## src/rtl/basilisk_reg_status_tracker_pkg.sv

```systemverilog
// ----------------------------------------------------------------------------
// basilisk_reg_status_tracker_pkg
// Shared types for the Basilisk FP register scoreboard and the decode-stage
// hazard utilities.
//   BASILISK_REG_COUNT           : number of FP architectural registers (32)
//   basilisk_decode_reg_status_t : 2-bit per-register status seen by decode
//   basilisk_reg_status_vector_t : packed [32] vector of the above (64 bits)
//   basilisk_reg_status_encode() : (count, release hit, max) -> status
// ----------------------------------------------------------------------------
package basilisk_reg_status_tracker_pkg;

    localparam int BASILISK_REG_COUNT = 32;

    typedef enum logic [1:0] {
        BASILISK_REG_VALID     = 2'b00,
        BASILISK_REG_INVALID   = 2'b01,
        BASILISK_REG_SLIDEUP   = 2'b10,
        BASILISK_REG_SLIDEDOWN = 2'b11
    } basilisk_decode_reg_status_t;

    typedef basilisk_decode_reg_status_t [BASILISK_REG_COUNT-1:0] basilisk_reg_status_vector_t;

    // Counts are passed zero-extended to 8 bits so the same helper serves
    // any counter width up to 8.
    function automatic basilisk_decode_reg_status_t basilisk_reg_status_encode(
        input logic [7:0] cnt,
        input logic       release_hit,
        input logic [7:0] max
    );
        basilisk_decode_reg_status_t st;
        if (cnt == 8'd1 && release_hit) begin
            st = BASILISK_REG_SLIDEUP;
        end else if (cnt == max) begin
            st = BASILISK_REG_SLIDEDOWN;
        end else if (cnt != 8'd0) begin
            st = BASILISK_REG_INVALID;
        end else begin
            st = BASILISK_REG_VALID;
        end
        return st;
    endfunction

endpackage

```

## src/rtl/basilisk_reg_status_tracker_counter.sv

```systemverilog
// ----------------------------------------------------------------------------
// basilisk_reg_status_counter
// One saturating up/down outstanding-write counter for a single FP register.
//   clk, rst_n   : clock, async active-low reset
//   claim_i      : accepted claim targeting this register
//   rel_i        : writeback release targeting this register
//   flush_i      : clear the count on the next edge (beats claim/release)
//   status_o     : decode status for this register
//   full_o       : count at its maximum
//   nonzero_o    : count non-zero
// ----------------------------------------------------------------------------
module basilisk_reg_status_counter
    import basilisk_reg_status_tracker_pkg::*;
#(
    parameter int PENDING_W = 2
) (
    input  logic                        clk,
    input  logic                        rst_n,
    input  logic                        claim_i,
    input  logic                        rel_i,
    input  logic                        flush_i,
    output basilisk_decode_reg_status_t status_o,
    output logic                        full_o,
    output logic                        nonzero_o
);

    localparam logic [PENDING_W-1:0] CNT_MAX = '1;

    logic [PENDING_W-1:0] cnt_q;
    logic [PENDING_W-1:0] cnt_d;

    // Both ends saturate: a release on an empty counter and a claim on a full
    // one (only possible if the producer ignores ready) leave it unchanged.
    always_comb begin
        cnt_d = cnt_q;
        if (flush_i) begin
            cnt_d = '0;
        end else if (claim_i && !rel_i) begin
            if (cnt_q != CNT_MAX) begin
                cnt_d = cnt_q + 1'b1;
            end
        end else if (!claim_i && rel_i) begin
            if (cnt_q != '0) begin
                cnt_d = cnt_q - 1'b1;
            end
        end
    end

    always_ff @(posedge clk or negedge rst_n) begin
        if (!rst_n) begin
            cnt_q <= '0;
        end else begin
            cnt_q <= cnt_d;
        end
    end

    assign status_o  = basilisk_reg_status_encode(8'(cnt_q), rel_i, 8'(CNT_MAX));
    assign full_o    = (cnt_q == CNT_MAX);
    assign nonzero_o = (cnt_q != '0);

endmodule

```

## src/rtl/basilisk_reg_status_tracker.sv

```systemverilog
// ----------------------------------------------------------------------------
// basilisk_reg_status_tracker
// Per-register scoreboard of in-flight FP writes feeding decode's hazard check.
//   clk, rst_n       : clock, async active-low reset
//   issue_valid/rd   : decode claims FP rd;  issue_ready : claim accepted
//   wb_valid/wb_rd   : writeback releases one write (no backpressure)
//   flush            : drop all pending claims on the next edge
//   reg_status[63:0] : packed basilisk_decode_reg_status_t [32], entry i at [2i+1:2i]
//   busy             : any register has an outstanding write
//   err              : (only with BASILISK_REG_STATUS_ERROR_CHECK_EN) sticky
//                      protocol-violation flag, cleared only by reset
// Optional build macro: BASILISK_REG_STATUS_ERROR_CHECK_EN
// ----------------------------------------------------------------------------
module basilisk_reg_status_tracker
    import basilisk_reg_status_tracker_pkg::*;
#(
    parameter int PENDING_W = 2
) (
    input  logic        clk,
    input  logic        rst_n,
    input  logic        issue_valid,
    output logic        issue_ready,
    input  logic [4:0]  issue_rd,
    input  logic        wb_valid,
    input  logic [4:0]  wb_rd,
    input  logic        flush,
    output logic [63:0] reg_status,
    output logic        busy
`ifdef BASILISK_REG_STATUS_ERROR_CHECK_EN
    ,
    output logic        err
`endif
);

    basilisk_reg_status_vector_t   status_vec;
    logic [BASILISK_REG_COUNT-1:0] full;
    logic [BASILISK_REG_COUNT-1:0] nonzero;
    logic                          wb_hits_issue;
    logic                          claim_fire;

    // A full register can still take a claim when its own release lands in
    // the same cycle, since the net count is unchanged.
    assign wb_hits_issue = wb_valid && (wb_rd == issue_rd);
    assign issue_ready   = !full[issue_rd] || wb_hits_issue;
    assign claim_fire    = issue_valid && issue_ready;

    for (genvar r = 0; r < BASILISK_REG_COUNT; r++) begin : g_cnt
        basilisk_reg_status_counter #(
            .PENDING_W (PENDING_W)
        ) u_cnt (
            .clk       (clk),
            .rst_n     (rst_n),
            .claim_i   (claim_fire && (issue_rd == 5'(r))),
            .rel_i     (wb_valid && (wb_rd == 5'(r))),
            .flush_i   (flush),
            .status_o  (status_vec[r]),
            .full_o    (full[r]),
            .nonzero_o (nonzero[r])
        );
    end

    assign reg_status = status_vec;
    assign busy       = |nonzero;

`ifdef BASILISK_REG_STATUS_ERROR_CHECK_EN
    logic underflow;
    logic overflow;
    logic err_q;
    logic err_d;

    assign underflow = wb_valid && !nonzero[wb_rd];
    // Only reachable when the producer drives valid while ready is low.
    assign overflow  = issue_valid && !issue_ready;
    assign err_d     = err_q || underflow || overflow;

    always_ff @(posedge clk or negedge rst_n) begin
        if (!rst_n) begin
            err_q <= 1'b0;
        end else begin
            err_q <= err_d;
        end
    end

    assign err = err_q;

`ifndef SYNTHESIS
    always @(posedge clk) begin
        if (rst_n) begin
            assert (!underflow) else $warning("release on idle FP register %0d", wb_rd);
            assert (!overflow)  else $warning("claim on saturated FP register %0d", issue_rd);
        end
    end
`endif
`endif

endmodule

```

## config.mk

```make
export PLATFORM = sky130hd
export DESIGN_NAME = basilisk_reg_status_tracker
export DESIGN_NICKNAME = d
export VERILOG_FILES = /design/src/rtl/basilisk_reg_status_tracker_pkg.sv /design/src/rtl/basilisk_reg_status_tracker_counter.sv /design/src/rtl/basilisk_reg_status_tracker.sv
export SDC_FILE = /design/constraint.sdc
export NUM_CORES = 1
export LEC_CHECK = 0
export ABC_AREA = 0
export CORE_ASPECT_RATIO = 1.2
export CORE_MARGIN = 4
export CORE_UTILIZATION = 54
export DETAILED_ROUTE_END_ITERATION = 10
export PLACE_DENSITY = 0.74
export SKIP_LAST_GASP = 1
export SYNTH_ARGS = -nofsm -noshare
export SYNTH_HDL_FRONTEND = slang
export SYNTH_SLANG_ARGS = --single-unit
```

## constraint.sdc

```tcl
create_clock -name clk -period 3.1 [get_ports clk]
set_input_delay 0.31 -clock clk [delete_from_list [all_inputs] [get_ports clk]]
set_output_delay 0.31 -clock clk [all_outputs]
set_load 0.01 [all_outputs]
```

==> results_dict.tcl <==
set metrics [dict create \
    setup_ws_ns 0.194 \
    core_area_um2 12200 \
    p_leak_nw 3.75 \
    cts_buffer_depth 2 \
    cpLargestDelayFamily "buffers and inverters" \
    largest_reg_flops 64 \
    crit_type "in -> out" \
    p_int_w 0.00168 \
    fin_setup_tns_ns 0 \
    synthFlopType "dfrtp_1" \
    cts_sinks 64 \
    fmax_mhz 344 \
    ant_nets 0 \
    worst_path_most_repeated_cell "clkdlybuf4s50_1" \
    power.total_w 0.00248 \
    fin_crit_sh 0.937 \
    met1Wirelength_um 9000 \
    clockRootBuffer "clkbuf_16" \
    nFillCells 1046 \
    fin_cells 1101 \
    route.detailed.drc 0 \
    p_switching_w 0.000799 \
    clk-insertion-delay-late_ns 0.34 \
    hold_viol 0 \
    grt_pass1_wl_um 35100 \
    crit_buf_inv 2 \
    layout.nets 1046 \
    ys_types 60 \
    vias 6858 \
    rsz0062_at_grt "false" \
    synth_nets 940 \
    avgSynthCellArea_um2 8.20 \
    regMostFlops "g_cnt.u_cnt.cnt_q" \
    grt_max_degree 39 \
    drive_gt1_frac 0.0957 \
    path_clk_slew_ns 0.06 \
    port_buffers 80 \
    power_frac_comb 0.248 \
    antennaDiodeCount 0 \
    slew_violations 0 \
    hold_path.class "in -> async" \
    cts_tree "done" \
    finalSetupViolCount 0 \
    wl_met3_um 1480 \
    drv_cap 0 \
    crit_path_end_kind "output port" \
    sw_frac_of_total 0.323 \
    cts_buffers 9 \
    reg.largest.list "g_cnt.u_cnt.cnt_q (64)" \
    cts_hold_buffers 0 \
    min_period_ns 2.91 \
    cp.arrival_ns 2.60 \
    gp_congestion 0.926 \
    dr.pass1.iters 5 \
    seqCellArea_um2 1600 \
    post-route-util 0.676 \
    maxUsedRoutingLayer "met4" \
    pre_cts_ws_ns 0.0372 \
    die_y_um 131 \
    clock-skew-final_ns 0.00506 \
    power.density_nw_per_um2 300 \
    overflow 0 \
    place_hpwl_um 17700 \
    antenna_found_initial 0 \
    worstPathCellList "clkdlybuf4s50_1, nand2b_1, nor2_1, a21o_1, clkdlybuf4s50_1" \
    synth-seq-cells 64 \
    htreeDepth 3 \
    max_slew.worst_pin.slew_ns 0.815 \
    ioPinCount 81 \
    syn_inst 829 \
    start_kind "input port" \
    slowest_stage "nand2b_1" \
    wl_per_cell_um 20.4 \
    grt_pass1_vias 6788 \
    status "finished, final reports clean" \
    yosysWarnings 0 \
    syn_area_um2 6790 \
    critPathRequiredTime_ns 2.79 \
    power_frac_seq 0.363 \
    ir_drop_mv 0.207 \
    dieArea_um2 14400 \
    rows 44 \
    dr_wl_met2_um 11000 \
    die_w_um 110 \
    clockPowerShare 0.389 \
    area_growth_pct 21.7 \
    synth_edf_count 0 \
    wl_um 22500 \
    place_inst 1085 \
    start_util 0.556 \
    multi_input_area_um2 4780 \
    critPathMaxFanout 10 \
    drt_iter0_markers 549 \
    drt-vias-per-instance 6.23 \
    yosysSeqAreaShare 0.236 \
    gr-usage-all-layers 0.317 \
    synth-async-reset-ratio 1.00 \
    slew_headroom 0.457 \
    slowest_delay_ns 0.57 \
]
## layout by cell type, fill, tap and decap left out, types with 10 or more instances in the layout
cell type / instances
a31oi_1: 18
o211ai_1: 10
nor2_1: 109
a211oi_1: 34
nor3_1: 33
nand4_1: 12
nor2b_1: 10
a21o_1: 33
mux2i_1: 29
xnor2_1: 29
o21ai_0: 21
clkdlybuf4s50_1: 77
inv_1: 66
or3_1: 13
buf_4: 45
nand2_1: 62
nand3_1: 10
ha_1: 96
dfrtp_1: 64
a21oi_1: 46
## metal layers
| layer | track usage | up-vias |
|---|---|---|
| met1 | 0.397 | 3309 |
| met3 | 0.0482 | 68 |
| met5 | 0 | - |
| li1 | - | 3178 |
| met4 | 0.147 | 0 |
| met2 | 0.536 | 303 |
## cell families (layout without fill, tap and decap cells)
logic type | count (synthesis) | in the layout | synth area share
multiplexers | 43 | 43 | 0.0759
adder cells (fa/ha/maj) | 96 | 96 | 0.177
XOR/XNOR | 29 | 29 | 0.0374
AO/OA/AOI/OAI | 214 | 214 | 0.219
AND/OR/NAND/NOR | 285 | 285 | 0.194
flip-flops | 64 | 64 | 0.236
buffers and inverters | 98 | 209 | 0.0610
## final timing paths
check / start / to / slack (ns) / cells after the start
setup / recovery: wb_rd[1] / reg_status[19] / 0.19 / 5
hold / removal: rst_n / g_cnt[13].u_cnt.cnt_q[0]$_DFFE_PN0P_ / 0.06 / 1
setup reg to reg: g_cnt[4].u_cnt.cnt_q[0]$_DFFE_PN0P_ / g_cnt[15].u_cnt.cnt_q[1]$_DFFE_PN0P_ / 0.39 / 10
hold reg to reg: g_cnt[19].u_cnt.cnt_q[1]$_DFFE_PN0P_ / g_cnt[19].u_cnt.cnt_q[1]$_DFFE_PN0P_ / 0.59 / 2
max in group asynchronous: rst_n / g_cnt[26].u_cnt.cnt_q[1]$_DFFE_PN0P_ / 2.21 / 2
min in group clk: flush / g_cnt[12].u_cnt.cnt_q[1]$_DFFE_PN0P_ / 0.46 / 3
## power by group through the flow
stage	combinational [W]	sequential (W)	clock, W
global placement	0.000582	0.000911	0
floorplan	0.000337	0.000906	0
global route	0.000660	0.000905	0.000997
detailed placement	0.000602	0.000914	0
finish	0.000614	0.000900	0.000963
CTS	0.000606	0.000899	0.000967
## what timing repair did
item	in CTS	in global routing
gates resized for setup	0	1
endpoints found under the setup margin	0	1
setup buffers	0	0
endpoints found under the hold margin	0	0
## per-stage QoR
stage | hold slack, ns | instance area (um^2)
global placement | 0.441 | 8000
detailed placement | 0.437 | 8000
global route | 0.119 | 8270
CTS | 0.0793 | 8260
finish | 0.0631 | 8270
floorplan | 0.0144 | 6790
## final cells by class
class / instances / share of cell area
Clock inverter: 4 / 0.00242
Inverter: 66 / 0.0300
Multi-Input combinational cell: 667 / 0.578
Timing Repair Buffer: 127 / 0.142
Sequential cell: 64 / 0.194
Clock buffer: 12 / 0.0298
Tap cell: 161 / 0.0244
## synth_stat cells (all sizes together), types with 3 or more instances
master,number,share of area
dfrtp,64,0.24
and3,4,0.0037
nor2b,10,0.0092
o21ai,26,0.019
a21oi,47,0.035
o2111ai,4,0.0052
o211ai,10,0.011
mux2i,29,0.043
nand4,12,0.011
o31a,6,0.0077
nor2,110,0.061
o211a,4,0.0059
ha,96,0.18
mux2,8,0.013
inv,66,0.036
a311oi,7,0.0090
nor3,34,0.026
nor4,4,0.0037
nand2b,8,0.0074
a21o,33,0.036
buf,11,0.013
o21a,7,0.0077
a211oi,36,0.041
mux4,6,0.020
o311a,3,0.0044
nand3,10,0.0074
xnor2,29,0.037
or2,5,0.0046
or3,13,0.012
and2,6,0.0055
clkbuf,21,0.012
nand2,62,0.034
a31oi,18,0.017
## worst reg2reg max path, delay by kind of cell, from the launching register on
kind | cells | cell delay, ns
and+or+nand+nor | 1 | 0.09
DFF | 1 | 0.43
AOI/OAI and AO/OA | 4 | 0.81
muxes | 2 | 0.73
adders and majority gates | 1 | 0.28
buffers and inverters | 2 | 0.33
No activity file was read; power rests on OpenSTA's default activity.
